$ cat src/rtl/param_shift_register.sv
// Parametrised shift engine: parallel load, bidirectional shift or rotate,
// plus a shift counter that pulses FRAME once per WIDTH-bit word.
module param_shift_register #(
   parameter int          WIDTH       = 8,
   parameter logic [31:0] RESET_VALUE = 32'h0,
   parameter int          CNT_W       = 4
) (
   input  logic             C,
   input  logic             R,
   input  logic             LOAD,
   input  logic [WIDTH-1:0] D,
   input  logic             EN,
   input  logic             DIR,
   input  logic             ROT,
   input  logic             SI,
   output logic             SO,
   output logic [WIDTH-1:0] Q,
   output logic [CNT_W-1:0] CNT,
   output logic             FRAME
);

   localparam logic [WIDTH-1:0] RST_Q    = RESET_VALUE[WIDTH-1:0];
   localparam logic [CNT_W-1:0] CNT_LAST = CNT_W'(WIDTH - 1);

   logic ins_bit;

   // Concatenate the inserted bit onto the word and keep the low WIDTH bits;
   // this form also covers WIDTH=1 without an empty slice.
   function automatic logic [WIDTH-1:0] shift_word(input logic [WIDTH-1:0] q,
                                                   input logic             dir,
                                                   input logic             b);
      if (dir)
         return WIDTH'({b, q} >> 1);
      else
         return WIDTH'({q, b});
   endfunction

   assign SO      = DIR ? Q[0] : Q[WIDTH-1];
   assign ins_bit = ROT ? SO : SI;

   always_ff @(posedge C) begin
      if (R) begin
         Q     <= RST_Q;
         CNT   <= '0;
         FRAME <= 1'b0;
      end else if (LOAD) begin
         Q     <= D;
         CNT   <= '0;
         FRAME <= 1'b0;
      end else if (EN) begin
         Q <= shift_word(Q, DIR, ins_bit);
         if (CNT == CNT_LAST) begin
            CNT   <= '0;
            FRAME <= 1'b1;
         end else begin
            CNT   <= CNT + 1'b1;
            FRAME <= 1'b0;
         end
      end else begin
         FRAME <= 1'b0;
      end
   end

endmodule

$ cat config.mk
export PLATFORM = sky130hd
export DESIGN_NAME = param_shift_register
export DESIGN_NICKNAME = d
export VERILOG_FILES = /design/src/rtl/param_shift_register.sv
export SDC_FILE = /design/constraint.sdc
export NUM_CORES = 1
export LEC_CHECK = 0
export CORE_MARGIN = 10
export CORE_UTILIZATION = 41
export DETAILED_ROUTE_END_ITERATION = 10
export PLACE_DENSITY = 0.76
export SYNTH_ARGS = -nofsm -noshare
export SYNTH_HDL_FRONTEND = slang
export SYNTH_SLANG_ARGS = --single-unit
$ cat constraint.sdc
create_clock -name C -period 1.27 [get_ports C]
set_clock_uncertainty 0.1 [all_clocks]
set_input_delay 0.254 -clock C [delete_from_list [all_inputs] [get_ports C]]
set_output_delay 0.254 -clock C [all_outputs]
set_load 0.1 [all_outputs]
==> summary.md, run 1 <==
| Metric | Value |
|---|---|
| Status | `finished with violations` |
| Violated checks | `setup timing` |
| Worst-path clk slew | `0.09 ns` |
| Most frequent cells in the layout | `buf_12, dfxtp_4, nor2_1, clkdlybuf4s50_1` |
| Core ar. | `1559 sq um` |
| Commonest non-fill, non-tap cell in the layout | `buf_12` |
| Max Buffers Root-to-Sink | `2` |
| Ports | `29` |
| Area share of fa/ha/maj cells after synthesis | `1.802%` |
| IO buf count | `28` |
| Chip width | `61.16 um` |
| Slew Viols, Final | `0` |
| Mux cell area share after synthesis | `between 10% and 20%` |
| Crit. End Element | `output port` |
| DR vias/cell | `about 5.5` |
| Slew margin rel. | `85.21%` |
| Starting DRC count in detailed routing | `31` |
| Largest family of logic cells by synthesized area | `compound AO/OA/AOI/OAI gates` |
| Kind of critical path | `register to output port` |
| Final setup fails | `3` |
| Setup repair after global routing missed its margin | `true` |
| Worst path arrival time | `about 1.1 ns` |
| Fmax | `between 0.6 and 0.7 GHz` |
| Mapped Area | `694.4 sq um` |
| CTS Hold Bufs | `0` |
| Grt ovf | `0` |
| Count of cell types in the netlist | `21` |
| CP Launch Type | `register` |
| Pleak | `~0.00054 uW` |
| ANT cells | `0` |
| Slowest stage delay, CP | `~0.35 ns` |
| Final worst slack | `-0.1652 ns` |
| Tot GR Track Use | `about an eighth` |
| Skew-Pair Late Insertion Delay | `roughly 0.28 ns` |
| WL met3 | `between 150 and 200 um` |
| CTS tree | `built` |
| Critical path required time | `0.92 ns` |
| CP max stage cell | `dfxtp_4` |
| Final Non-Filler Cells | `130` |
| Nets | `131` |
| Filler Cells Inserted | `96` |
| Post-Route WL | `2128 um` |
| Setup_tns | `-0.1992 ns` |
| Ys Warns | `0` |
| Detail Placement HPWL | `roughly 1600 um` |
| Hold crit path type | `input port to register` |
| Util after Layout | `81.62%` |
| Initial Util | `between 40% and 50%` |
| Yosys reg bits | `13` |
| Wire length on met1 | `between 800 and 900 um` |
| Sequential element share of the synthesized area | `a little under two fifths` |
| Worst-margin pin slew | `0.2200 ns` |
| Worst-path cell chain | `mux2_4 > buf_12` |
| Root Driver | `clkbuf_4` |
| Final RePlAce weighted congestion | `0.7689` |
| P&R area growth vs syn | `83.24%` |
| Placed cells | `around 120` |
| Area fraction in compound gates after synthesis | `19.10%` |
| Peak supply drop | `628.6 uV` |
| Pwr/cell area | `a little over 900 nW/um^2` |
| Leading area contributor after synthesis | `dfxtp_1` |
| Num CTS Buffers | `3` |
| H-tree depth | `1` |
| Largest net degree at the start of global routing | `15` |
| Die area | `~3700 sq um` |
| Post-synth net total | `95` |
| Synth Instances | `about 80` |
| First-pass GRT wire length | `3229 um` |
| Vias in the first global route | `between 600 and 700` |
| Met2 wire len | `about 1000 um` |
| Core Rows | `14` |
| Period utilisation layout | `113.0%` |
| Endpoints failing hold | `0` |
| Synth top area share | `between 30% and 40%` |
| Top routing layer in use | `met4` |
| Clock sinks | `13` |
| Fraction of layout instances using a drive strength above 1 | `37.72%` |
| DR pass1 iterations | `4` |
| Number of max-cap violations | `0` |
| Worst Path Max Fanout | `2` |
| Die Y | `a little over 60 um` |
| Initial antenna violation count | `0` |
| DR vias | `between 700 and 800` |
| Post-Synth Simple-Gate Area | `between 10% and 20%` |
| DR WL/cell | `~16 um` |
| Post-route DRC | `0` |
| Antenna viol nets, final | `0` |
| Post-synthesis average cell area | `between 8 and 9 sq um` |
| Post-Synth XOR/XNOR Area | `between 1 and 1.5%` |
| Synth top area cells | `dfxtp_1, mux2i_1, a211o_1` |
| Fin crit period | `around 1.4 ns` |
-- power by group --
part	internal [uW]	switching [uW]
clock network	122	151
logic	199	260
registers	417	29.5
total	739	440
-- synth_stat cells --
library cell,number
a211o_1,6
a211oi_1,2
a21oi_1,8
a311o_1,1
buf_2,2
buf_4,2
buf_6,1
clkbuf_1,1
dfxtp_1,13
ha_1,1
inv_1,2
mux2_2,3
mux2i_1,9
nand2_1,9
nand2b_1,2
nand4_1,2
nor2_1,10
o31ai_1,2
or2_2,1
or3_1,1
xor2_1,1
-- through the flow --
stage                     setup slack, ns  total power (uW)  area (sq um)  hold WS, ns
after floorplan                  -0.02161             720.3         755.7       0.2796
after global placement            -0.4161             899.5          1221       0.3895
after detailed placement          -0.4894             907.6          1221       0.3933
after CTS                         -0.1739              1185          1267       0.3972
after global routing              -0.1936              1221          1272       0.3278
final                             -0.1652              1179          1272       0.3023
-- registers in the layout, indices dropped and copies added (netlist names) --
| signal | count |
|---|---|
| Q | 8 |
| CNT | 4 |
| FRAME | 1 |
-- worst paths after layout --
check,slack (ns),start,cells past startpoint,end
setup / recovery,-0.17,Q[7],2,SO
setup reg to reg,0.04,Q[7],4,Q[0]
hold reg to reg,0.40,CNT[3],2,CNT[3]
hold / removal,0.30,LOAD,4,Q[0]
-- area by class of cell --
cell class | instances | area [sq um] | area share (%)
Multi-Input combinational cell | 58 | 402.9 | 31.66
Timing Repair Buffer | 37 | 510.5 | 40.12
Tap cell | 16 | 20.02 | 1.573
Inverter | 2 | 7.507 | 0.5900
Sequential cell | 13 | 305.3 | 23.99
Clock buffer | 4 | 26.28 | 2.065
-- critical path, delay by kind of cell (launching register included) --
| kind | cells | cell delay (ns) |
|---|---|---|
| mux | 1 | 0.28 |
| flops | 1 | 0.35 |
| buf+inv | 1 | 0.17 |
-- repair_timing --
action                     4_1_cts  5_1_grt
gates resized for setup          4        3
setup endpoints to repair        9        5
buffers inserted                 2        1
-- logic make-up (layout without fill, tap and decap cells) --
kind of cell	Yosys count	count (layout)
flops	13	13
compound gates	19	19
fa+ha+maj	1	1
simple gates	25	25
xor+xnor	1	1
mux	12	12
buf+inv	8	43
-- per-layer routing --
| metal | vias to the layer above | track usage, % |
|---|---|---|
| met5 | - | 0 |
| met4 | 0 | 7.818 |
| met3 | 5 | 5.761 |
| met2 | 28 | 19.82 |
| met1 | 333 | 11.99 |
| li1 | 351 | - |
(Power assumes the default switching activity.)
==> inputs of run 2 (changes only) <==
SETUP_SLACK_MARGIN = 0.02   (was unset)
==> run 2 against run 1 <==
  * The run still ends with setup timing left
  * Die area unchanged
  * Via count increased by 3.3%
  * Highest routed layer unchanged
  * Non-clock buffer count increased by 6
==> summary.md, run 2 (synthesis results as in run 1) <==
| Metric | Value |
|---|---|
| Status | `finished with violations` |
| Violated checks | `setup timing` |
| Tot GR Track Use | `12.00% (-0.047 points)` |
| Fmax | `0.7060 GHz (+1.3%)` |
| Final worst slack | `-0.1464 ns (+0.01879 ns)` |
| Commonest non-fill, non-tap cell in the layout | `buf_12` |
| Chip width | `61.16 um (unchanged)` |
| Grt ovf | `0 (unchanged)` |
| Psw | `421.9 uW (-4.2%)` |
| Post-route DRC | `0 (unchanged)` |
| Core ar. | `1559 sq um (unchanged)` |
| Root Driver | `clkbuf_4` |
| Slew margin rel. | `84.97% (-0.24 points)` |
| DR pass1 iterations | `4 (unchanged)` |
| Final setup fails | `2 (-1)` |
| Slowest stage delay, CP | `0.35 ns (about the same)` |
| R2R Setup Slk | `0.06 ns (+0.02 ns)` |
| Antenna viol nets, final | `0 (unchanged)` |
| Top flop regs | `Q x8, CNT x4, FRAME x1` |
| DR WL/cell | `16.00 um (-2.3%)` |
| Placed cells | `129 (+4.0%)` |
| Setup repair after global routing missed its margin | `true` |
| Nets | `137 (+4.6%)` |
| Worst-path cell chain | `mux2_4 > buf_12` |
| Ports | `29 (unchanged)` |
| Worst path depth | `2 (unchanged)` |
| CP Launch Type | `register` |
| Total power | `1164 uW (-1.2%)` |
| Worst path arrival time | `1.06 ns (-0.02 ns)` |
| Net Sw Frac | `36.24% (-1.1 points)` |
| R2r startpoint | `Q[0]` |
| Slew Viols, Final | `0 (unchanged)` |
| Clock power share | `21.7% (-1.4 points)` |
| Skew-Pair Late Insertion Delay | `0.27 ns (about the same)` |
| Fraction of layout instances using a drive strength above 1 | `41.67% (+3.9 points)` |
| Kind of critical path | `register to output port` |
| Peak supply drop | `650.0 uV (+3.4%)` |
| IO buf count | `28 (unchanged)` |
| Post-Route WL | `2176 um (+2.3%)` |
| CTS tree | `built` |
| Worst-margin pin slew | `0.2236 ns (+0.003568 ns)` |
| Crit path from | `Q[7]` |
| First-pass GRT wire length | `3422 um (+6.0%)` |
| Pwr/cell area | `895.6 nW/um^2 (-3.3%)` |
| ANT cells | `0 (unchanged)` |
| Final RePlAce weighted congestion | `0.7620 (-0.90%)` |
| DR vias | `741 (+3.3%)` |
| DR vias/cell | `5.449 (-1.2%)` |
| Seq pwr share | `38.4% (+0.5 points)` |
| Worst-path clk slew | `0.08 ns (about the same)` |
| Hold path cells | `4 (unchanged)` |
| CP endpoint | `SO` |
| Cell-internal power | `742.4 uW (+0.51%)` |
| Period utilisation layout | `111.5% (-1.5 points)` |
| Die Y | `61.16 um (unchanged)` |
| Max Buffers Root-to-Sink | `2 (unchanged)` |
| Worst path bufs/invs | `1 (unchanged)` |
| Worst hold margin | `0.3685 ns (+0.06622 ns)` |
| Top reg by flops | `Q` |
| Worst R2R Path Depth | `4 (unchanged)` |
| Largest register FFs | `8 (unchanged)` |
| Vias in the first global route | `743 (+9.1%)` |
| Setup_tns | `-0.1580 ns (+0.04120 ns)` |
| Worst path top cell family by delay | `flip-flops` |
| Starting DRC count in detailed routing | `31 (unchanged)` |
| RR Endpoint | `Q[7]` |
| Detail Placement HPWL | `1807 um (+11%)` |
| Dpl ws | `-0.3879 ns (+0.1015 ns)` |
| H-tree depth | `1 (unchanged)` |
| CP max stage cell | `dfxtp_4` |
| Endpoints failing hold | `0 (unchanged)` |
| Critical path required time | `0.92 ns (about the same)` |
| Clock sinks | `13 (unchanged)` |
| Crit. End Element | `output port` |
| Num CTS Buffers | `3 (unchanged)` |
| Worst Path Max Fanout | `2 (unchanged)` |
| Core Rows | `14 (unchanged)` |
| Hold crit path type | `input port to register` |
| Die area | `3740 sq um (unchanged)` |
| Pleak | `0.0005507 uW (+2.9%)` |
| Number of max-cap violations | `0 (unchanged)` |
| Comb power frac | `39.9% (+0.9 points)` |
| Largest net degree at the start of global routing | `9 (-6)` |
| Fin crit period | `1.416 ns (-0.01879 ns)` |
| Initial antenna violation count | `0 (unchanged)` |
| Initial Util | `44.54% (unchanged)` |
| Final Non-Filler Cells | `136 (+4.6%)` |
| P&R area growth vs syn | `87.21%` |
| Most frequent cells in the layout | `buf_12, dfxtp_4, buf_4, nor2_1, clkdlybuf4s50_1` |
run 2: worst min path at each step:
stage               startpoint     end  slack (ns)
finish                    LOAD    Q[1]        0.37
global route              LOAD    Q[2]        0.39
CTS                     CNT[3]  CNT[3]        0.41
detailed placement      CNT[3]  CNT[3]        0.40
global placement        CNT[3]  CNT[3]        0.39
floorplan                 D[3]    Q[3]        0.28
run 2: worst reg2reg max path: stages, from the launching register on:
cell,delay (ns)
dfxtp_4,0.35
buf_4,0.15
mux2_2,0.26
mux2i_1,0.15
a211oi_1,0.08
run 2: repair_timing:
| item | in CTS | in global routing |
|---|---|---|
| hold buffers | 0 | 0 |
| gates cloned | 1 | 0 |
| pin swaps | 0 | 1 |
| resized for setup | 4 | 2 |
| buffers inserted | 2 | 0 |
| endpoints found under the setup margin | 11 | 10 |
run 2: metal layers:
layer / track usage (%) / vias up / share of wire, %
met3: 4.115 / 2 / 5.7
met5: 0 / - / 0
li1: - / 364 / -
met1: 12.56 / 353 / 41
met4: 2.932 / 0 / 0.60
met2: 22.34 / 22 / 53
run 2: per-stage QoR:
step / cell area (sq um) / util [%]
floorplan: 757.0 / -
global placement: 1247 / 80.02
detailed placement: 1247 / 80.02
CTS: 1294 / 82.99
global route: 1300 / 83.39
finish: 1300 / 83.39
run 2: power groups by stage:
stage	sequential (uW)	clock, uW	combinational (uW)
floorplan	592	0	128
global placement	462	0	442
detailed placement	463	0	450
CTS	446	261	465
global route	450	285	486
finish	447	253	465
run 2: final cells by class:
cell class,count,area (sq um)
Fill cell,97,259.0
Tap cell,16,20.02
Inverter,2,7.507
Clock buffer,4,26.28
Sequential cell,13,306.5
Timing Repair Buffer,43,536.8
Multi-Input combinational cell,58,402.9
==> inputs of run 3 (changes only) <==
TNS_END_PERCENT = 30   (was unset)
==> run 3 against run 2 <==
  * Worst hold slack improved by 0.040 ns
  * Wire length increased by 2.6%
  * Sequential power about the same
  * The flow still finishes with violations (setup timing)
  * Sequential share of layout area decreased by 0.50 points
  * Power increased by 1.5%
  * Utilization increased by 1.4 points
  * Clock power increased by 2%
  * Critical path depth unchanged
  * Combinational power increased by 2%
  * Critical endpoint unchanged
  * Final cell count increased by 0.74%
  * Die area unchanged
==> summary.md, run 3 (synthesis results as in run 1) <==
| Metric | Value |
|---|---|
| H-tree depth | `1 (unchanged)` |
| Chip width | `61.16 um (unchanged)` |
| Cell-internal power | `751.5 uW (+1.2%)` |
| Largest register FFs | `8 (unchanged)` |
| Fin crit period | `1.425 ns (+0.009118 ns)` |
| Worst R2R Path Depth | `5 (+1)` |
| Most frequent cells in the layout | `buf_12, dfxtp_4, buf_4, clkdlybuf4s50_1, nor2_1` |
| Largest net degree at the start of global routing | `13 (+4)` |
| Status | `finished with violations` |
| DR WL/cell | `16.30 um (+1.9%)` |
| DR vias | `762 (+2.8%)` |
| DR pass1 iterations | `4 (unchanged)` |
| Final worst slack | `-0.1555 ns (-0.009118 ns)` |
| Hold crit path type | `register to register` |
| Total power | `1182 uW (+1.5%)` |
| Die Y | `61.16 um (unchanged)` |
| Number of max-cap violations | `0 (unchanged)` |
| CTS Hold Bufs | `0 (unchanged)` |
| Ports | `29 (unchanged)` |
| Final RePlAce weighted congestion | `0.7431 (-2.5%)` |
| Worst Path Max Fanout | `2 (unchanged)` |
| Post-route DRC | `0 (unchanged)` |
| Tot GR Track Use | `12.39% (+0.39 points)` |
| CP Launch Type | `register` |
| Clock sinks | `13 (unchanged)` |
| Placed cells | `129 (unchanged)` |
| IO buf count | `28 (unchanged)` |
| Fmax | `0.7015 GHz (-0.64%)` |
| Worst-margin pin slew | `0.2180 ns (-0.005617 ns)` |
| Setup_tns | `-0.3059 ns (-0.1479 ns)` |
| Pleak | `0.0005595 uW (+1.6%)` |
| Core ar. | `1559 sq um (unchanged)` |
| Hold path cells | `2 (-2)` |
| Commonest non-fill, non-tap cell in the layout | `buf_12` |
| Detail Placement HPWL | `1667 um (-7.7%)` |
| Worst path arrival time | `1.07 ns (about the same)` |
| Core Rows | `14 (unchanged)` |
| Net Sw Frac | `36.41% (+0.17 points)` |
| Critical path required time | `0.92 ns (about the same)` |
| Initial Util | `44.54% (unchanged)` |
| Pwr/cell area | `893.6 nW/um^2 (-0.22%)` |
| Starting DRC count in detailed routing | `24 (-23%)` |
| Period utilisation layout | `112.2% (+0.72 points)` |
| Violated checks | `setup timing` |
| Nets | `138 (+0.73%)` |
| CTS tree | `built` |
| Die area | `3740 sq um (unchanged)` |
| Initial antenna violation count | `0 (unchanged)` |
| Peak supply drop | `630.4 uV (-3.0%)` |
| Top reg by flops | `Q` |
| Final setup fails | `4 (+2)` |
| Root Driver | `clkbuf_4` |
| Worst hold margin | `0.4087 ns (+0.04016 ns)` |
| Worst-path clk slew | `0.08 ns (about the same)` |
| Comb power frac | `40.3% (+0.4 points)` |
| ANT cells | `0 (unchanged)` |
| Setup repair after global routing missed its margin | `true` |
| Psw | `430.3 uW (+2.0%)` |
| Crit. End Element | `output port` |
| Vias in the first global route | `740 (-0.40%)` |
| First-pass GRT wire length | `3470 um (+1.4%)` |
| Max Buffers Root-to-Sink | `2 (unchanged)` |
| Clock power share | `21.8% (about the same)` |
| Post-Route WL | `2233 um (+2.6%)` |
| Skew-Pair Late Insertion Delay | `0.27 ns (about the same)` |
| Num CTS Buffers | `3 (unchanged)` |
| Endpoints failing hold | `0 (unchanged)` |
| Antenna viol nets, final | `0 (unchanged)` |
| Slew margin rel. | `85.34% (+0.38 points)` |
| Seq pwr share | `38.0% (-0.4 points)` |
| DR vias/cell | `5.562 (+2.1%)` |
| P&R area growth vs syn | `90.45%` |
| Top flop regs | `Q x8, CNT x4, FRAME x1` |
| Grt ovf | `0 (unchanged)` |
| Fraction of layout instances using a drive strength above 1 | `41.32% (-0.34 points)` |
| Final Non-Filler Cells | `137 (+0.74%)` |
| Kind of critical path | `register to output port` |
| Slew Viols, Final | `0 (unchanged)` |
## run 3: cell count changes in the layout (fill, tap and decap cells not counted), sizes merged
cell / before / now
buf: 29 / 30
clkdlybuf4s50: 10 / 11
dlygate4sd2: 3 / 2
## run 3: final timing paths
path,start,end,slack (ns)
setup / recovery,Q[7],SO,-0.16
hold / removal,CNT[3],CNT[3],0.41
setup reg to reg,Q[0],Q[7],-0.02
hold reg to reg,CNT[3],CNT[3],0.41
## run 3: metrics by stage
stage          setup slack, ns  util (%)  instance area [sq um]
6_report               -0.1555     84.83                   1323
5_1_grt                -0.1947     84.83                   1323
4_1_cts                -0.1618     84.03                   1310
3_5_place_dp           -0.3997     80.74                   1259
3_3_place_gp           -0.3831     80.74                   1259
2_1_floorplan         -0.02161         -                  755.7
## run 3: power groups by stage
| stage | logic [uW] | registers (uW) | clock network, uW |
|---|---|---|---|
| 5_1_grt | 497 | 452 | 291 |
| 3_5_place_dp | 453 | 464 | 0 |
| 4_1_cts | 472 | 448 | 261 |
| 6_report | 476 | 449 | 257 |
| 2_1_floorplan | 128 | 592 | 0 |
| 3_3_place_gp | 447 | 462 | 0 |
## run 3: layer usage
| layer | track usage (%) | routed length [um] | part of all wire, % | vias up |
|---|---|---|---|---|
| met5 | 0 | 0 | 0 | - |
| met4 | 4.886 | 3 | 0.13 | 0 |
| met3 | 5.350 | 240 | 11 | 2 |
| met2 | 21.60 | 1146 | 51 | 37 |
| met1 | 12.82 | 842 | 38 | 358 |
| li1 | - | - | - | 365 |
## run 3: cell type report
class / instances / area (sq um)
clock buffer: 4 / 26.28
timing repair buffer: 44 / 558.0
tap: 16 / 20.02
sequential: 13 / 305.3
fill: 91 / 236.5
inverter: 2 / 7.507
multi-input combinational: 58 / 405.4
## run 3: worst max-delay path: stages (launching register included)
cell and delay [ns]:
dfxtp_4 0.35, mux2_4 0.28, buf_12 0.17
## run 3: timing repair
item                                    in CTS  in global routing
cloned                                       1                  0
endpoints found under the setup margin       9                  6
gates resized for setup                      4                  2
pin swaps                                    0                  1
buffers inserted                             2                  1
